### config.mk
export PLATFORM = sky130hd
export DESIGN_NAME = sram_responder
export DESIGN_NICKNAME = d
export VERILOG_FILES = /design/src/rtl/sram_responder.sv
export SDC_FILE = /design/constraint.sdc
export NUM_CORES = 1
export LEC_CHECK = 0
export BUFFER_PORTS_ARGS = -buffer_cell sky130_fd_sc_hd__buf_2
export CAP_MARGIN = 30
export CORE_MARGIN = 2
export CORE_UTILIZATION = 45
export DETAILED_ROUTE_END_ITERATION = 8
export PLACE_DENSITY = 0.86
export SLEW_MARGIN = 20
export SYNTH_ARGS = -nofsm -noshare
export SYNTH_HDL_FRONTEND = slang
export SYNTH_SLANG_ARGS = --single-unit
### constraint.sdc
create_clock -name clock -period 2.25 [get_ports clock]
set_input_delay 0.675 -clock clock [delete_from_list [all_inputs] [get_ports clock]]
set_output_delay 0.675 -clock clock [all_outputs]
set_load 0.02 [all_outputs]
### src/rtl/sram_responder.sv
// sram_responder: 16-bit Avalon-MM slave driving an external asynchronous SRAM.
// One access at a time. Back-pressure comes from s_waitrequest. Read data is
// returned with a single-cycle s_readdatavalid pulse. All SRAM strobes come
// straight from flops, so they do not glitch at the pins.
module sram_responder #(
  parameter int SRAM_AW    = 18,
  parameter int READ_WAIT  = 1,
  parameter int WRITE_WAIT = 1
) (
  input  logic               clock,
  input  logic               reset,
  input  logic [25:0]        s_address,
  input  logic               s_read,
  input  logic               s_write,
  input  logic [1:0]         s_byteenable,
  input  logic [15:0]        s_writedata,
  output logic [15:0]        s_readdata,
  output logic               s_readdatavalid,
  output logic               s_waitrequest,
  output logic [SRAM_AW-1:0] sram_addr,
  output logic [15:0]        sram_dq_out,
  output logic               sram_dq_oe,
  input  logic [15:0]        sram_dq_in,
  output logic               sram_ce_n,
  output logic               sram_oe_n,
  output logic               sram_we_n,
  output logic               sram_ub_n,
  output logic               sram_lb_n
);

  localparam int MAX_WAIT = (READ_WAIT > WRITE_WAIT) ? READ_WAIT : WRITE_WAIT;
  localparam int CW       = (MAX_WAIT < 1) ? 1 : $clog2(MAX_WAIT + 1);

  typedef enum logic [2:0] {
    IDLE,
    RD,
    WR_SETUP,
    WR_PULSE,
    WR_HOLD
  } state_t;

  state_t        state;
  logic [CW-1:0] cnt;

  // Byte-address bit 0 and the address bits above the SRAM range are not used.
  // They are folded into a deliberately unused net.
  logic unused_addr_bits;
  assign unused_addr_bits = ^{s_address[25:SRAM_AW+1], s_address[0]};

  // The busy flag is decoded from state alone. A registered copy would add a
  // cycle and break the acceptance timing of the back-to-back halfword pair.
  assign s_waitrequest = (state != IDLE);

  // This block holds the access sequencer and every registered SRAM strobe.
  // NOTE: reset is asynchronous. Asserting it in any state releases the SRAM
  // bus in the same cycle, and it discards a read that is still in flight.
  always_ff @(posedge clock or negedge reset) begin
    if (!reset) begin
      state           <= IDLE;
      cnt             <= '0;
      sram_addr       <= '0;
      sram_dq_out     <= '0;
      sram_dq_oe      <= 1'b0;
      sram_ce_n       <= 1'b1;
      sram_oe_n       <= 1'b1;
      sram_we_n       <= 1'b1;
      sram_ub_n       <= 1'b1;
      sram_lb_n       <= 1'b1;
      s_readdata      <= '0;
      s_readdatavalid <= 1'b0;
    end else begin
      // NOTE: use non-blocking assignments only. Every branch then sees the
      // values from before the edge, and the default pulse clear below is
      // overridden cleanly when RD completes.
      s_readdatavalid <= 1'b0;
      case (state)
        IDLE: begin
          if (s_write) begin
            // If a read is requested at the same time, the write takes priority
            // and the read is dropped.
            sram_addr   <= s_address[SRAM_AW:1];
            sram_dq_out <= s_writedata;
            sram_ub_n   <= ~s_byteenable[1];
            sram_lb_n   <= ~s_byteenable[0];
            sram_ce_n   <= 1'b0;
            sram_dq_oe  <= 1'b1;
            sram_we_n   <= 1'b1;
            state       <= WR_SETUP;
          end else if (s_read) begin
            // Reads always fetch the full word and ignore byteenable.
            sram_addr <= s_address[SRAM_AW:1];
            sram_ce_n <= 1'b0;
            sram_oe_n <= 1'b0;
            sram_ub_n <= 1'b0;
            sram_lb_n <= 1'b0;
            cnt       <= CW'(READ_WAIT);
            state     <= RD;
          end
        end

        RD: begin
          if (cnt == '0) begin
            s_readdata      <= sram_dq_in;
            s_readdatavalid <= 1'b1;
            sram_ce_n       <= 1'b1;
            sram_oe_n       <= 1'b1;
            sram_ub_n       <= 1'b1;
            sram_lb_n       <= 1'b1;
            state           <= IDLE;
          end else begin
            cnt <= cnt - CW'(1);
          end
        end

        WR_SETUP: begin
          sram_we_n <= 1'b0;
          cnt       <= CW'(WRITE_WAIT);
          state     <= WR_PULSE;
        end

        WR_PULSE: begin
          if (cnt == '0) begin
            sram_we_n <= 1'b1;
            state     <= WR_HOLD;
          end else begin
            cnt <= cnt - CW'(1);
          end
        end

        WR_HOLD: begin
          // DQ drive drops here. A following read's OE therefore falls at least
          // one full cycle later, after the IDLE accept cycle.
          sram_ce_n  <= 1'b1;
          sram_dq_oe <= 1'b0;
          sram_ub_n  <= 1'b1;
          sram_lb_n  <= 1'b1;
          state      <= IDLE;
        end

        default: begin
          sram_ce_n  <= 1'b1;
          sram_oe_n  <= 1'b1;
          sram_we_n  <= 1'b1;
          sram_ub_n  <= 1'b1;
          sram_lb_n  <= 1'b1;
          sram_dq_oe <= 1'b0;
          state      <= IDLE;
        end
      endcase
    end
  end

endmodule
* Word level (Yosys, flattened, before mapping) *
Cells that the tools add are included.

cells by class
  mux-type cells = 26
  bitwise logic cells = 7
  eq/ne operators = 10
  reduce and logical (&&, ||, !) cells = 18
  add/subtract/negate cells = 1

operators by type and width
  operator             number
  $mux 18              2
  $pmux 1 s3           5
  $mux 1               12
  $mux 3               4
  $pmux 3 s4           1
  $reduce_and 3->1     4
  $ne 2x2->1 const B   5
  $reduce_and 2->1     4
  $not 1->1            7
  $eq 3x2->1 const B   2
  $reduce_bool 3->1    2
  $reduce_or 2->1      3
  $reduce_or 3->1      2
  $pmux 1 s4           1
  $reduce_and 4->1     1
  $eq 3x1->1 const B   1
  $eq 3x3->1 const B   1
  $logic_not 3->1      1
  $ne 3x3->1 const B   1
  $pmux 1 s2           1
  $reduce_bool 2->1    1
  $sub 1x1->1 const B  1

word-level totals
  register bits = 61
  output and inout bits = 58
  bits of input ports = 64

* Depth between registers and ports, before layout *
  word-level depth = 4
  depth in mapped cells = 6
  gate-level depth less buffers = 3

* Least setup slack after synthesis *
OpenSTA, ideal clock, no wires.

  path kind = reg2reg
  from = reg state[2]
  to = reg sram_addr[10]
  slack = 0.511 ns
  cell stages (with the launch flop) = 6
  library setup time = 0.125 ns
  arrival time = 1.614 ns
  buffers on the path = 2
  cells stage by stage = dfrtp_1 -> or3_1 -> buf_2 -> nor2_8 -> buf_12 -> mux2_4

on the way
  word-level cells in the longest chain between the ends = 2

ends and longest elaborated chain
  item                        line  text
  start: declaration          42    state_t state;
  start signal: assignment    59    state <= IDLE;
  start signal: assignment    88    state <= WR_SETUP;
  start signal: assignment    97    state <= RD;
  $logic_not 3->1             76    case (state)
  $reduce_and 2->1 (no line)  -
  end signal: assignment      81    sram_addr <= s_address[SRAM_AW:1];
  end signal: assignment      91    sram_addr <= s_address[SRAM_AW:1];
  end: declaration            20    output logic [SRAM_AW-1:0] sram_addr,

No other way between the ends.
A chain may end at the register's enable or synchronous reset.

* Final worst setup path *
  from = reg state[2]
  to = out s_waitrequest

on the way
  word-level cells in the longest chain between the ends = 1

ends and longest elaborated chain
  item               line  text
  $reduce_bool 3->1  52    assign s_waitrequest = (state != IDLE);
  end: declaration   19    output logic s_waitrequest,

No other way between the ends.

==> impl_summary.txt <==
----------------------------------------------------
[CTS]
  Clock slew seen by the registers of the worst setup and hold paths ... 0.07 ns
  Clock tree from TritonCTS ... done
  CTS sink count ... 61
  Clk Latency, worst-skew pair ... 0.32 ns
  Hold buffers post-CTS ... 0
  Clk buf depth ... 2
  Clock tree root driver cell ... clkbuf_8
  Number of buffers added by the clock tree synthesis step ... 9
  H-tree depth reported by CTS ... 3

[Critical path]
  Maximum net fanout on the critical path ... 7
  Setup crit start kind ... register
  Origin of the worst setup path ... state[2]
  Worst Setup Path Type ... register to output pin
  Worst-case reg-to-reg path depth ... 3
  Source of the worst register-to-register timing path ... state[2]
  Reg-to-reg slack, setup ... 0.46 ns
  Worst flop-to-flop path endpoint ... sram_addr[1]
  CP Capture Type ... output pin
  Data required time at the worst endpoint ... 1.57 ns
  Critical Path AT ... between 1 and 1.5 ns

[Timing]
  Slew headroom ... 68.45%
  WHS ... 0.3077 ns
  Post-Route Skew ... 0.007083 ns
  Actual transition at the worst max-transition pin ... 0.4733 ns
  Portion of the clock cycle consumed by the worst path in the final layout ... 93.98%
  Minimum clock period after layout ... 2.114 ns
  Final sum of negative setup slack ... 0 ns
  Max Clk Rate ... 0.4729 GHz
  Final hold violation count ... 0
  Final Max Tran Viols ... 0
  Unrepaired setup endpoints after global routing ... false
  Number of setup violations in the final report ... 0

[Floorplanning]
  Initial standard-cell utilization of the core ... around 47%
  Die width ... approximately 80 um
  Area enclosed by the die boundary ... about 6000 um2
  Die boundary height ... around 80 um
  Number of ports placed on the die boundary ... 122
  Total number of placement rows ... 26
  Area of the placeable core ... 5172 um2

[Hold path]
  HP Class ... primary input to asynchronous set/reset pin

[Synth]
  Avg Synthesized Cell Area ... 15.26 um2
  Main synth FF type ... dfrtp_1
  Area share of the largest cell type after synthesis ... 57.38%
  Net count of the mapped netlist ... between 200 and 250
  Mapped cell area ... approximately 2400 um2
  Register bit total from synthesis ... 61
  Library cell with the highest instance count after synthesis ... dfrtp_1
  Number of distinct standard cells referenced by the synthesized netlist ... 30
  Share of async-settable or async-resettable flops after synthesis ... 100.0%
  Synth warnings ... 0
  EDFF count, synth ... 0
  Post-synth top area cell ... dfrtp_1
  Post-Syn Instances ... 160
  Most numerous cell types in the synthesized netlist ... dfrtp_1 (56), mux2_2 (40), mux2_4 (10)
  Portion of the post-synthesis area used by sequential elements ... 62.76%
  Largest cells by area after synthesis ... dfrtp_1 (57%), mux2_2 (18%), mux2_4 (6.1%)

[Pwr]
  Pwr per Cell Area ... 1698 nW/um2
  VDD IR max ... 801.4 uV
  LEAKAGE ... 1.666 nW

[Final layout]
  Number of nets in the layout ... 346
  Area used by multi-input combinational logic ... 839.6 um2
  Filler cell count ... 394
  Register Area ... between 1500 and 2000 um2
  Fraction of layout instances using a drive strength above 1 ... 66.90%
  Final instance area ... 3329 um2
  Synth-to-Final Area Change ... 36.32%
  Final antenna diode count ... 0

[Place]
  Placed cell area ... 3084 um2
  Final estimated routing congestion in global placement ... 0.8087
  Half-perimeter wire length of the detailed placement result ... approximately 3500 um
  Port Buffers ... 113

[Global routing]
  Pin count of the biggest net entering global routing ... 24
  Number of global-route vias before repair ... about 1700
  Global routing usage summed across all routing layers ... 16.61%
  Routing usage on met2 ... 27.67%
  Total gr overflow ... 0
  Most crowded layer after global routing ... met2
  Met3 capacity usage during global routing ... between 4 and 5%
  Routing usage on met1 ... 20.00%
  Initial antenna violation count ... 0
  Wire length of the first global-routing pass ... 7866 um

[Detailed routing]
  Routed via count ... 1713
  Antenna violation net count after detailed routing ... 0
  Vias/cell ... 4.798
  Wire length after detailed routing ... 4836 um
  DRC marker count from the first detailed-route iteration ... 79
  Post-detailed-route DRC marker count ... 0
  Detailed-route wire length per cell ... 13.55 um
  Pre-antenna DRT Iters ... 4

[Run]
  # Max-Cap Violations ... 0

[Run status]
  Status ... finished clean

----------------------------------------------------
routing by layer:
layer	vias to the layer above	wire length, um	share of wire, %
li1	815	-	-
met1	817	2045	42
met2	75	2379	49
met3	6	357	7.4
met4	0	53	1.1
met5	-	0	0
flip-flops by register name, indices dropped and copies added (netlist names), 3 cells and up:
signal,flops
s_readdata,16
state,3
sram_addr,18
sram_dq_out,16
what timing repair did:
item                       CTS  global route
setup buffers                0             0
resized for setup            0             1
hold endpoints to repair     0             0
setup endpoints to repair    0             1
report_power, final:
part | internal (mW) | leakage, nW | switching (mW)
Combinational | 1.15 | 0.829 | 1.35
Clock | 0.766 | 0.121 | 0.396
Sequential | 1.68 | 0.716 | 0.299
logic make-up (layout without fill, tap and decap cells):
| logic type | count (synthesis) | after routing | share of synthesized area [%] |
|---|---|---|---|
| multiplexers | 52 | 52 | 25.41 |
| flip-flops | 61 | 61 | 62.76 |
| buffers and inverters | 13 | 140 | 3.073 |
| AO/OA/AOI/OAI | 16 | 16 | 4.201 |
| AND/OR/NAND/NOR | 18 | 18 | 4.560 |
worst max-delay path, stage by stage, from the launching register on:
cell     delay [ns]
dfrtp_1        0.47
or3_4          0.47
buf_2          0.18
worst max-delay path by stage:
stage | end | slack (ns) | depth (start not counted)
after CTS | s_waitrequest | 0.02 | 2
after floorplan | sram_addr[10] | 0.51 | 5
after global placement | s_waitrequest | 0.40 | 2
final | s_waitrequest | 0.14 | 2
after global routing | s_waitrequest | 0.09 | 2
after detailed placement | sram_addr[7] | 0.37 | 3
metrics by stage:
stage / util [%] / cells / total power [mW] / worst slack [ns]
floorplan: - / 160 / 3.757 / 0.5111
global placement: 59.63 / 341 / 4.444 / 0.3985
detailed placement: 59.63 / 341 / 4.529 / 0.3709
CTS: 64.27 / 357 / 5.715 / 0.01981
global route: 64.37 / 357 / 5.971 / 0.09058
finish: 64.37 / 357 / 5.653 / 0.1355
cell usage in the layout (no fill, tap or decap), drive strengths merged:
master / count
buf: 119
dfrtp: 56
mux2: 50
clkbuf: 12
a21oi: 6
nor2: 6
dfstp: 5
inv: 5
o21ai: 3
bufinv: 3
and3: 2
o21bai: 2
nand2: 2
nor2b: 2
mux2i: 2
or3: 1
and4: 1
a21o: 1
nand3: 1
a21bo: 1
nor3: 1
and3b: 1
o32ai: 1
nor4: 1
o311ai: 1
a22oi: 1
clkinv: 1
cell type report:
| type | instances | area share (%) |
|---|---|---|
| multi-input cells | 86 | 25.22 |
| well taps | 70 | 2.631 |
| clock buffers | 12 | 4.359 |
| flip-flops and latches | 61 | 46.04 |
| inverters | 5 | 0.5637 |
| clock inverters | 4 | 2.856 |
| repair buffers | 119 | 18.34 |
(Power assumes the default switching activity.)
